<file path="config.mk">
export PLATFORM = sky130hd
export DESIGN_NAME = expr_eval_flat
export DESIGN_NICKNAME = d
export VERILOG_FILES = /design/src/rtl/expr_eval_if.sv /design/src/rtl/expr_eval.sv /design/src/flat_wrapper.sv
export SDC_FILE = /design/constraint.sdc
export NUM_CORES = 1
export LEC_CHECK = 0
export CAP_MARGIN = 25
export CELL_PAD_IN_SITES_DETAIL_PLACEMENT = 1
export CELL_PAD_IN_SITES_GLOBAL_PLACEMENT = 2
export CORE_ASPECT_RATIO = 0.7
export CORE_MARGIN = 8
export CORE_UTILIZATION = 40
export CTS_CLUSTER_DIAMETER = 100
export DETAILED_ROUTE_END_ITERATION = 10
export GPL_ROUTABILITY_DRIVEN = 0
export GPL_TIMING_DRIVEN = 0
export PLACE_DENSITY_LB_ADDON = 0.15
export SKIP_CTS_REPAIR_TIMING = 1
export SKIP_LAST_GASP = 1
export SLEW_MARGIN = 0
export SYNTH_ARGS = -nofsm -noshare
export SYNTH_HDL_FRONTEND = slang
export SYNTH_SLANG_ARGS = --single-unit
</file>
<file path="constraint.sdc">
create_clock -name clk -period 14.9 [get_ports clk]
set_clock_uncertainty 0.15 [all_clocks]
set_input_delay 2.98 -clock clk [delete_from_list [all_inputs] [get_ports clk]]
set_output_delay 2.98 -clock clk [all_outputs]
set_load 0.05 [all_outputs]
</file>
<file path="src/rtl/expr_eval_if.sv">
// Character-stream and result bundle between a source and the expr_eval evaluator.
// The evaluator takes the slave side: it consumes characters and drives the result/done/err outputs.
interface expr_eval_if #(
  parameter int W = 16
);
  logic [7:0]   in;
  logic         in_valid;
  logic [W-1:0] result;
  logic         done;
  logic         err;

  modport master (
    output in,
    output in_valid,
    input  result,
    input  done,
    input  err
  );

  modport slave (
    input  in,
    input  in_valid,
    output result,
    output done,
    output err
  );
endinterface

</file>
<file path="src/rtl/expr_eval.sv">
// Evaluates single-digit +/* expressions terminated by '=', with * binding tighter than +.
// Latency: outputs are registered on the edge that accepts '='; always ready, no backpressure.
module expr_eval #(
  parameter int W = 16
) (
  input  logic        clk,
  input  logic        clr,
  expr_eval_if.slave  bus
);

  typedef enum logic [1:0] {
    S_NUM = 2'd0,
    S_OP  = 2'd1,
    S_ERR = 2'd2
  } state_t;

  localparam logic [W-1:0] ONE = {{(W-1){1'b0}}, 1'b1};

  state_t       state, state_nxt;
  logic [W-1:0] sum, sum_nxt;
  logic [W-1:0] prod, prod_nxt;
  logic [W-1:0] result, result_nxt;
  logic         done, done_nxt;
  logic         err, err_nxt;

  logic         is_digit, is_plus, is_star, is_eq;
  logic [3:0]   digit;

  // Shift-and-add by a 4-bit digit keeps the datapath to a few adders.
  function automatic logic [W-1:0] mul_digit(input logic [W-1:0] a, input logic [3:0] d);
    logic [W-1:0] acc;
    acc = '0;
    for (int i = 0; i < 4; i++) begin
      if (d[i]) acc = acc + (a << i);
    end
    return acc;
  endfunction

  always_comb begin
    is_digit = (bus.in >= 8'h30) && (bus.in <= 8'h39);
    is_plus  = (bus.in == 8'h2B);
    is_star  = (bus.in == 8'h2A);
    is_eq    = (bus.in == 8'h3D);
    digit    = bus.in[3:0];
  end

  always_ff @(posedge clk or negedge clr) begin
    if (!clr) begin
      state  <= S_NUM;
      sum    <= '0;
      prod   <= ONE;
      result <= '0;
      done   <= 1'b0;
      err    <= 1'b0;
    end else begin
      state  <= state_nxt;
      sum    <= sum_nxt;
      prod   <= prod_nxt;
      result <= result_nxt;
      done   <= done_nxt;
      err    <= err_nxt;
    end
  end

  always_comb begin
    state_nxt  = state;
    sum_nxt    = sum;
    prod_nxt   = prod;
    result_nxt = result;
    done_nxt   = 1'b0;
    err_nxt    = err;

    if (bus.in_valid) begin
      // Any accepted character clears a sticky err left over from the previous '='.
      err_nxt = 1'b0;
      unique case (state)
        S_NUM: begin
          if (is_digit) begin
            prod_nxt  = mul_digit(prod, digit);
            state_nxt = S_OP;
          end else if (is_eq) begin
            done_nxt  = 1'b1;
            err_nxt   = 1'b1;
            sum_nxt   = '0;
            prod_nxt  = ONE;
            state_nxt = S_NUM;
          end else begin
            err_nxt   = 1'b1;
            state_nxt = S_ERR;
          end
        end
        S_OP: begin
          if (is_star) begin
            state_nxt = S_NUM;
          end else if (is_plus) begin
            sum_nxt   = sum + prod;
            prod_nxt  = ONE;
            state_nxt = S_NUM;
          end else if (is_eq) begin
            result_nxt = sum + prod;
            done_nxt   = 1'b1;
            err_nxt    = 1'b0;
            sum_nxt    = '0;
            prod_nxt   = ONE;
            state_nxt  = S_NUM;
          end else begin
            // Covers a second digit in a row: multi-digit operands are malformed.
            err_nxt   = 1'b1;
            state_nxt = S_ERR;
          end
        end
        S_ERR: begin
          err_nxt = 1'b1;
          if (is_eq) begin
            done_nxt  = 1'b1;
            sum_nxt   = '0;
            prod_nxt  = ONE;
            state_nxt = S_NUM;
          end
        end
        default: begin
          state_nxt = S_NUM;
          sum_nxt   = '0;
          prod_nxt  = ONE;
        end
      endcase
    end
  end

  assign bus.result = result;
  assign bus.done   = done;
  assign bus.err    = err;

endmodule

</file>
<file path="src/flat_wrapper.sv">
// flat-port wrapper written by rule: the top's interface ports become plain ports
module expr_eval_flat 
#(
  parameter int W = 16
)
  (clk, clr, bus_in, bus_in_valid, bus_result, bus_done, bus_err);
  expr_eval_if #(.W(W)) bus_i ();
  input  logic clk;
  input  logic clr;
  input wire logic [$bits(bus_i.in)-1:0] bus_in;
  input wire logic [$bits(bus_i.in_valid)-1:0] bus_in_valid;
  output wire logic [$bits(bus_i.result)-1:0] bus_result;
  output wire logic [$bits(bus_i.done)-1:0] bus_done;
  output wire logic [$bits(bus_i.err)-1:0] bus_err;
  assign bus_i.in = bus_in;
  assign bus_i.in_valid = bus_in_valid;
  assign bus_result = bus_i.result;
  assign bus_done = bus_i.done;
  assign bus_err = bus_i.err;
  expr_eval #(.W(W)) u_core (.clk(clk), .clr(clr), .bus(bus_i));
endmodule
</file>
==> results of run 1 <==
==> logic make-up after synthesis <==
kind of cell             Yosys count
flip-flops                        52
multiplexers                      27
AO/OA/AOI/OAI                    183
buffers and inverters             48
XOR/XNOR                          50
adder cells (fa/ha/maj)           56
AND/OR/NAND/NOR                  155
==> area by class of cell <==
class / count / area, um^2 / area share, %
multi-input combinational: 471 / 3400 / 61.4
sequential: 52 / 1300 / 23.5
timing repair buffer: 28 / 280 / 5.05
tap: 162 / 203 / 3.65
clock buffer: 5 / 125 / 2.25
buffer: 21 / 106 / 1.92
inverter: 27 / 101 / 1.83
clock inverter: 3 / 26.3 / 0.474
==> flip-flops by register name, summed over array words and instances, names as in the netlist <==
register	cells
u_core.bus.result	16
u_core.prod	16
u_core.sum	16
u_core.state	2
u_core.bus.done	1
u_core.bus.err	1
==> where the power goes <==
group          total [mW]  switching, mW  internal (mW)
Sequential          0.143        0.00174          0.142
Clock               0.123         0.0591         0.0637
Combinational      0.0419         0.0262         0.0157
Total               0.308         0.0871          0.221
==> worst max-delay path by stage <==
stage / start / end / slack (ns) / cells after the start
5_1_grt: bus_in[0] / u_core.prod[15]$_DFFE_PN0P_ / 4.30 / 28
6_report: bus_in[0] / u_core.prod[15]$_DFFE_PN0P_ / 4.77 / 28
3_5_place_dp: bus_in[0] / u_core.prod[15]$_DFFE_PN0P_ / 4.53 / 28
3_3_place_gp: bus_in[0] / u_core.prod[15]$_DFFE_PN0P_ / 4.66 / 28
4_1_cts: bus_in[0] / u_core.prod[15]$_DFFE_PN0P_ / 4.80 / 28
2_1_floorplan: bus_in[0] / u_core.prod[15]$_DFFE_PN0P_ / 6.22 / 27
==> stage by stage <==
step                total power [mW]  util (%)  instances  hold WS (ns)  setup slack (ns)
floorplan                      0.172         -        571         0.304              6.22
global placement               0.186      44.0        759         0.328              4.66
detailed placement             0.188      44.2        761         0.344              4.53
CTS                            0.312      45.4        769         0.362              4.80
global route                   0.323      45.4        769         0.378              4.30
finish                         0.308      45.4        769         0.362              4.77
==> cell usage after synthesis, types with 7 or more instances <==
cell type / n
sky130_fd_sc_hd__nand2_1: 58
sky130_fd_sc_hd__a21oi_1: 56
sky130_fd_sc_hd__ha_1: 52
sky130_fd_sc_hd__dfrtp_1: 51
sky130_fd_sc_hd__o21ai_0: 36
sky130_fd_sc_hd__nor2_1: 35
sky130_fd_sc_hd__xnor2_1: 26
sky130_fd_sc_hd__inv_1: 25
sky130_fd_sc_hd__xor2_1: 23
sky130_fd_sc_hd__mux2_2: 22
sky130_fd_sc_hd__a21o_1: 17
sky130_fd_sc_hd__nand3_1: 17
sky130_fd_sc_hd__a22o_1: 13
sky130_fd_sc_hd__clkbuf_1: 10
sky130_fd_sc_hd__nor3_1: 10
sky130_fd_sc_hd__nand2b_1: 9
sky130_fd_sc_hd__o21bai_1: 9
sky130_fd_sc_hd__a221o_1: 8
sky130_fd_sc_hd__buf_2: 7
==> layer usage <==
layer	vias to the layer above	share of wire, %
met5	-	0
met4	0	0.92
met3	13	2.3
met2	47	44
met1	2220	53
li1	2135	-
==> reports/qor.yml, run 1 <==
yosys:
  post-synth-top-area-fraction_pct: 26.0
  fraction_of_the_mapped_netlist_area_in_compound_gates_pct: 24.7
  netlist_top_cells_area: "sky130_fd_sc_hd__dfrtp_1 26%, sky130_fd_sc_hd__ha_1 13%, sky130_fd_sc_hd__a21oi_1 5.7%, sky130_fd_sc_hd__mux2_2 5.0%, sky130_fd_sc_hd__xnor2_1 4.6%"
  synth_cells: 571
  synth_top_area_cell: "sky130_fd_sc_hd__dfrtp_1"
  synth_top_family_by_area: "compound AO/OA/AOI/OAI gates"
  postSynthNetCount: 638
  synth.distinct_cells: 64
  arithmetic_cell_share_of_the_synthesized_area_counting_full_adders_half_adders_and_majority_gates_pct: 14.9
  ys_dominant_reg_cell: "sky130_fd_sc_hd__dfrtp_1"
  synth_edf_count: 0
  avgSynthCellArea_um2: 8.61
  synth-async-reset-ratio_pct: 100
  synthesized_area_fraction_occupied_by_and_or_nand_nor_cells_pct: 14.4
  syn-cell-area_um2: 4910
  synth_mux_area_share_pct: 6.06
  yosysSeqAreaShare_pct: 26.5
  yosysWarnings: 0
  yosys_register_bits: 52
  synthXorXnorAreaFrac_pct: 9.22
worst_setup_path:
  crit_path_top_delay_cell: "sky130_fd_sc_hd__clkdlybuf4s50_1"
  cpPeakStageDelay_ns: 0.50
  worst-r2r-setup-slack_ns: 8.16
  cp.buffers_inverters: 4
  setup.worst_path.end_class: "flop"
  setup.worst_path.class: "primary input to flop"
  timing.critical_path.from_type: "primary input"
  critical-path-top-delay-family: "compound AO/OA/AOI/OAI gates"
  timing.critical_path.required_ns: 14.90
  r2r-start: "u_core.prod[1]$_DFFE_PN0P_"
  worst_ep_arrival_ns: 10.13
  reg2reg_depth: 27
  timing.critical_path.fanout_max: 10
  timing.rr.end: "u_core.prod[15]$_DFFE_PN0P_"
global_route:
  global_route.peak_usage_layer: "met2"
  grt_start_max_net_pins: 28
  grt.met3_usage_pct: 2.90
  global_route.usage.met2_pct: 30.6
  met1_usage_in_global_routing_pct: 26.6
  grt_pass1_vias: 4679
  grt_usage_pct: 18.9
  grt_antenna_before_repair: 0
  grt_first_pass_wirelength_um: 24600
  grt-ovfl-total: 0
die:
  start_util_pct: 40.3
  row_count: 34
  fp.dieArea_um2: 16100
  core_um2: 12200
  die_w_um: 148
  die_height_um: 109
  num_io_pins: 29
clock_tree:
  cts.sink_count: 52
  tritoncts_clock_tree: "done"
  worstSkewPairLatency_ns: 0.30
  clk_pin_slew_ns: 0.07
  cts.htree.levels: 2
  clock_path_buffers: 2
  cts_buffers: 5
  clock-root-buffer: "sky130_fd_sc_hd__clkbuf_16"
cells_and_area:
  design_area_um2: 5550
  nets: 673
  layout.cells.most_common: "sky130_fd_sc_hd__nand2_1"
  layout_common_cells: "58 x sky130_fd_sc_hd__nand2_1, 56 x sky130_fd_sc_hd__a21oi_1, 52 x sky130_fd_sc_hd__ha_1"
  post_route_cells_drive_above_1_share_pct: 9.06
  number_of_fill_cells: 1499
  antenna-diode-count: 0
  area_growth_syn_to_layout_pct: 12.9
sta:
  setup_viol: 0
  setup_tns_ns: 0
  fin_crit_ns: 10.13
  finalHoldViolations: 0
  timing_worst_slew_pin_value_ns: 0.929
  grt_setup_unrepaired: "no"
  maxSlewViolCount: 0
  achievable-frequency_mhz: 98.7
  timing.final.crit_share_pct: 68.0
  relSlewSlack_pct: 37.9
place:
  place_hpwl_um: 11900
  placement.cell_area_um2: 5400
  port-buffer-count: 26
drt:
  dr_total_vias: 4415
  drt_pass1_iterations: 4
  initialDrtViolationCount: 149
  drt_wl_total_um: 15000
  detail_route.wl_per_cell_um: 19.4
  drt.antenna.violating_nets: 0
  post_drt_via_cell_ratio: 5.74
  post-route-drc-count: 0
min_path:
  min_delay_worst_endpoint: "u_core.bus.result[14]$_DFFE_PN0P_"
  hold_class: "flop to flop"
  min-delay-start: "u_core.bus.result[14]$_DFFE_PN0P_"
  timing.hold.worst_path_depth: 1
power:
  cellPowerDensity_nw_per_um2: 55.5
  p_leak_nw: 2.73
  vdd_drop_max_v: 0.0000465
status:
  outcome: "complete, no violations"
run:
  number_of_max_cap_violations: 0
Power figures use the tool's default switching activity.
==> run 2, diff against run 1 <==
--- a/config.mk
+++ b/config.mk
@@ -10,7 +10,7 @@
 export CELL_PAD_IN_SITES_GLOBAL_PLACEMENT = 2
 export CORE_ASPECT_RATIO = 0.7
 export CORE_MARGIN = 8
-export CORE_UTILIZATION = 40
+export CORE_UTILIZATION = 34
 export CTS_CLUSTER_DIAMETER = 100
 export DETAILED_ROUTE_END_ITERATION = 10
 export GPL_ROUTABILITY_DRIVEN = 0
==> constraint.sdc (replaced) <==
create_clock -name clk -period 9.1 [get_ports clk]
set_clock_uncertainty 0.15 [all_clocks]
set_input_delay 1.82 -clock clk [delete_from_list [all_inputs] [get_ports clk]]
set_output_delay 1.82 -clock clk [all_outputs]
set_load 0.05 [all_outputs]
==> reports/qor.yml, run 2 (synthesis gave the netlist of run 1 again) <==
status:
  outcome: "complete, no violations"
sta:
  maxSlewViolCount: 0  # unchanged
  grt_setup_unrepaired: "no"
  fin_crit_ns: 8.58
  setup_viol: 0  # unchanged
  achievable-frequency_mhz: 117
  relSlewSlack_pct: 41.5  # +3.5 points
  timing_worst_slew_pin_value_ns: 0.876  # -0.0531 ns
  setup_tns_ns: 0  # unchanged
  timing.final.crit_share_pct: 94.3
  finalHoldViolations: 0  # unchanged
worst_setup_path:
  timing.critical_path.from_type: "primary input"
  worst_ep_arrival_ns: 8.59  # -1.54 ns
  timing.critical_path.required_ns: 9.10  # -5.80 ns
  timing.critical_path.fanout_max: 10  # unchanged
  setup.worst_path.end_class: "flop"
  setup.worst_path.class: "primary input to flop"
clock_tree:
  clock-root-buffer: "sky130_fd_sc_hd__clkbuf_16"
  cts.htree.levels: 2  # unchanged
  clock_path_buffers: 2  # unchanged
  cts_buffers: 5  # unchanged
  cts.sink_count: 52  # unchanged
  worstSkewPairLatency_ns: 0.30  # about the same
  tritoncts_clock_tree: "done"
  clk_pin_slew_ns: 0.07  # about the same
drt:
  drt_pass1_iterations: 4  # unchanged
  detail_route.wl_per_cell_um: 19.0  # -2.1%
  post_drt_via_cell_ratio: 5.53  # -3.8%
  dr_total_vias: 4404  # -0.25%
  drt.antenna.violating_nets: 0  # unchanged
  drt_wl_total_um: 15200  # +1.5%
  post-route-drc-count: 0  # unchanged
  initialDrtViolationCount: 183  # +23%
cells_and_area:
  layout_common_cells: "58 x sky130_fd_sc_hd__nand2_1, 56 x sky130_fd_sc_hd__a21oi_1, 52 x sky130_fd_sc_hd__ha_1"
  post_route_cells_drive_above_1_share_pct: 9.23  # +0.16 points
  layout.cells.most_common: "sky130_fd_sc_hd__nand2_1"
  nets: 673  # unchanged
  reg.largest.list: "u_core.bus.result (16), u_core.prod (16), u_core.sum (16)"
  antenna-diode-count: 0  # unchanged
  area_growth_syn_to_layout_pct: 14.4
die:
  die_w_um: 160  # +7.6%
  core_um2: 14000  # +15%
  row_count: 36  # +5.9%
  fp.dieArea_um2: 18600  # +15%
  num_io_pins: 29  # unchanged
  start_util_pct: 35.1  # -5.2 points
  die_height_um: 117  # +7.2%
global_route:
  grt_pass1_vias: 4753  # +1.6%
  grt_first_pass_wirelength_um: 25800  # +5.1%
  grt_usage_pct: 17.0  # -1.8 points
  grt-ovfl-total: 0  # unchanged
  grt_start_max_net_pins: 33  # +18%
  grt_antenna_before_repair: 0  # unchanged
power:
  p_leak_nw: 2.76  # +1.3%
  p_total_mw: 0.535  # +74%
  cellPowerDensity_nw_per_um2: 95.2  # +71%
  vdd_drop_max_v: 0.0000805  # +73%
place:
  place_hpwl_um: 12000  # +0.88%
  port-buffer-count: 26  # unchanged
min_path:
  hold_class: "flop to flop"
run:
  number_of_max_cap_violations: 0  # unchanged
==> run 2: cell count changes in the layout (fill, tap and decap cells not counted), sizes merged <==
cell and change:
bufinv +1, clkbuf +1, inv -1, clkinv -1
==> run 2: power breakdown <==
part           switching (mW)  total [mW]  internal (mW)  leakage (nW)
logic                  0.0439      0.0703         0.0263          1.96
registers             0.00312       0.235          0.232         0.710
clock network          0.0916       0.230          0.138        0.0871
total                   0.139       0.535          0.397          2.76
==> run 2: path summary, 6_finish.rpt <==
check	from	endpoint	slack [ns]	cells past startpoint
min in group asynchronous	clr	u_core.prod[3]$_DFFE_PN0P_	1.34	1
worst min-delay path	u_core.sum[7]$_DFFE_PN0P_	u_core.sum[7]$_DFFE_PN0P_	0.34	2
max in group asynchronous	clr	u_core.state[0]$_DFFE_PN0P_	6.87	2
worst max-delay path	bus_in[0]	u_core.prod[15]$_DFFE_PN0P_	0.52	28
worst min register to register	u_core.sum[7]$_DFFE_PN0P_	u_core.sum[7]$_DFFE_PN0P_	0.34	2
worst max register to register	u_core.prod[1]$_DFFE_PN0P_	u_core.prod[15]$_DFFE_PN0P_	2.41	27
==> run 2: final cells by class <==
cell class                      instances  area [um^2]
Fill cell                            1705         8380
Multi-Input combinational cell        471         3410
Sequential cell                        52         1300
Timing Repair Buffer                   28          280
Tap cell                              190          238
Clock buffer                            6          139
Buffer                                 21          110
Inverter                               27          101
Clock inverter                          2         38.8
==> run 2: through the flow <==
| stage | hold slack (ns) | setup WS [ns] | cell area (um^2) | cells | utilization, % |
|---|---|---|---|---|---|
| after floorplan | 0.304 | 1.58 | 4910 | 571 | - |
| after global placement | 0.330 | -0.0801 | 5410 | 787 | 38.6 |
| after detailed placement | 0.331 | -0.151 | 5430 | 789 | 38.8 |
| after CTS | 0.347 | 0.130 | 5610 | 797 | 40.1 |
| after global routing | 0.381 | 0.0236 | 5620 | 797 | 40.1 |
| final | 0.345 | 0.517 | 5620 | 797 | 40.1 |
==> run 2: critical path: stages <==
cell and delay, ns:
sky130_fd_sc_hd__clkdlybuf4s50_1 0.51, sky130_fd_sc_hd__buf_2 0.24, sky130_fd_sc_hd__buf_2 0.29, sky130_fd_sc_hd__clkbuf_4 0.28, sky130_fd_sc_hd__nand2_1 0.13, sky130_fd_sc_hd__fa_1 0.50
sky130_fd_sc_hd__o311ai_4 0.40, sky130_fd_sc_hd__or2_1 0.21, sky130_fd_sc_hd__nand2_1 0.07, sky130_fd_sc_hd__mux2_2 0.26, sky130_fd_sc_hd__a21oi_1 0.15, sky130_fd_sc_hd__a21oi_1 0.08
sky130_fd_sc_hd__o21a_1 0.21, sky130_fd_sc_hd__ha_1 0.35, sky130_fd_sc_hd__and3_1 0.21, sky130_fd_sc_hd__a221o_1 0.37, sky130_fd_sc_hd__a31oi_1 0.28, sky130_fd_sc_hd__xnor2_1 0.13
sky130_fd_sc_hd__mux2_2 0.28, sky130_fd_sc_hd__ha_1 0.35, sky130_fd_sc_hd__nand3_1 0.11, sky130_fd_sc_hd__o2111ai_1 0.21, sky130_fd_sc_hd__o31ai_1 0.31, sky130_fd_sc_hd__xnor2_1 0.17
sky130_fd_sc_hd__nand2_1 0.09, sky130_fd_sc_hd__xor3_1 0.36, sky130_fd_sc_hd__xnor2_1 0.14, sky130_fd_sc_hd__o21ai_0 0.08
==> run 2: metal layers <==
metal	part of all wire, %	vias up	GRT usage (%)
met3	2.5	11	2.39
met1	54	2212	24.5
met4	0.69	0	1.88
met2	43	41	27.5
met5	0	-	0
li1	-	2140	-
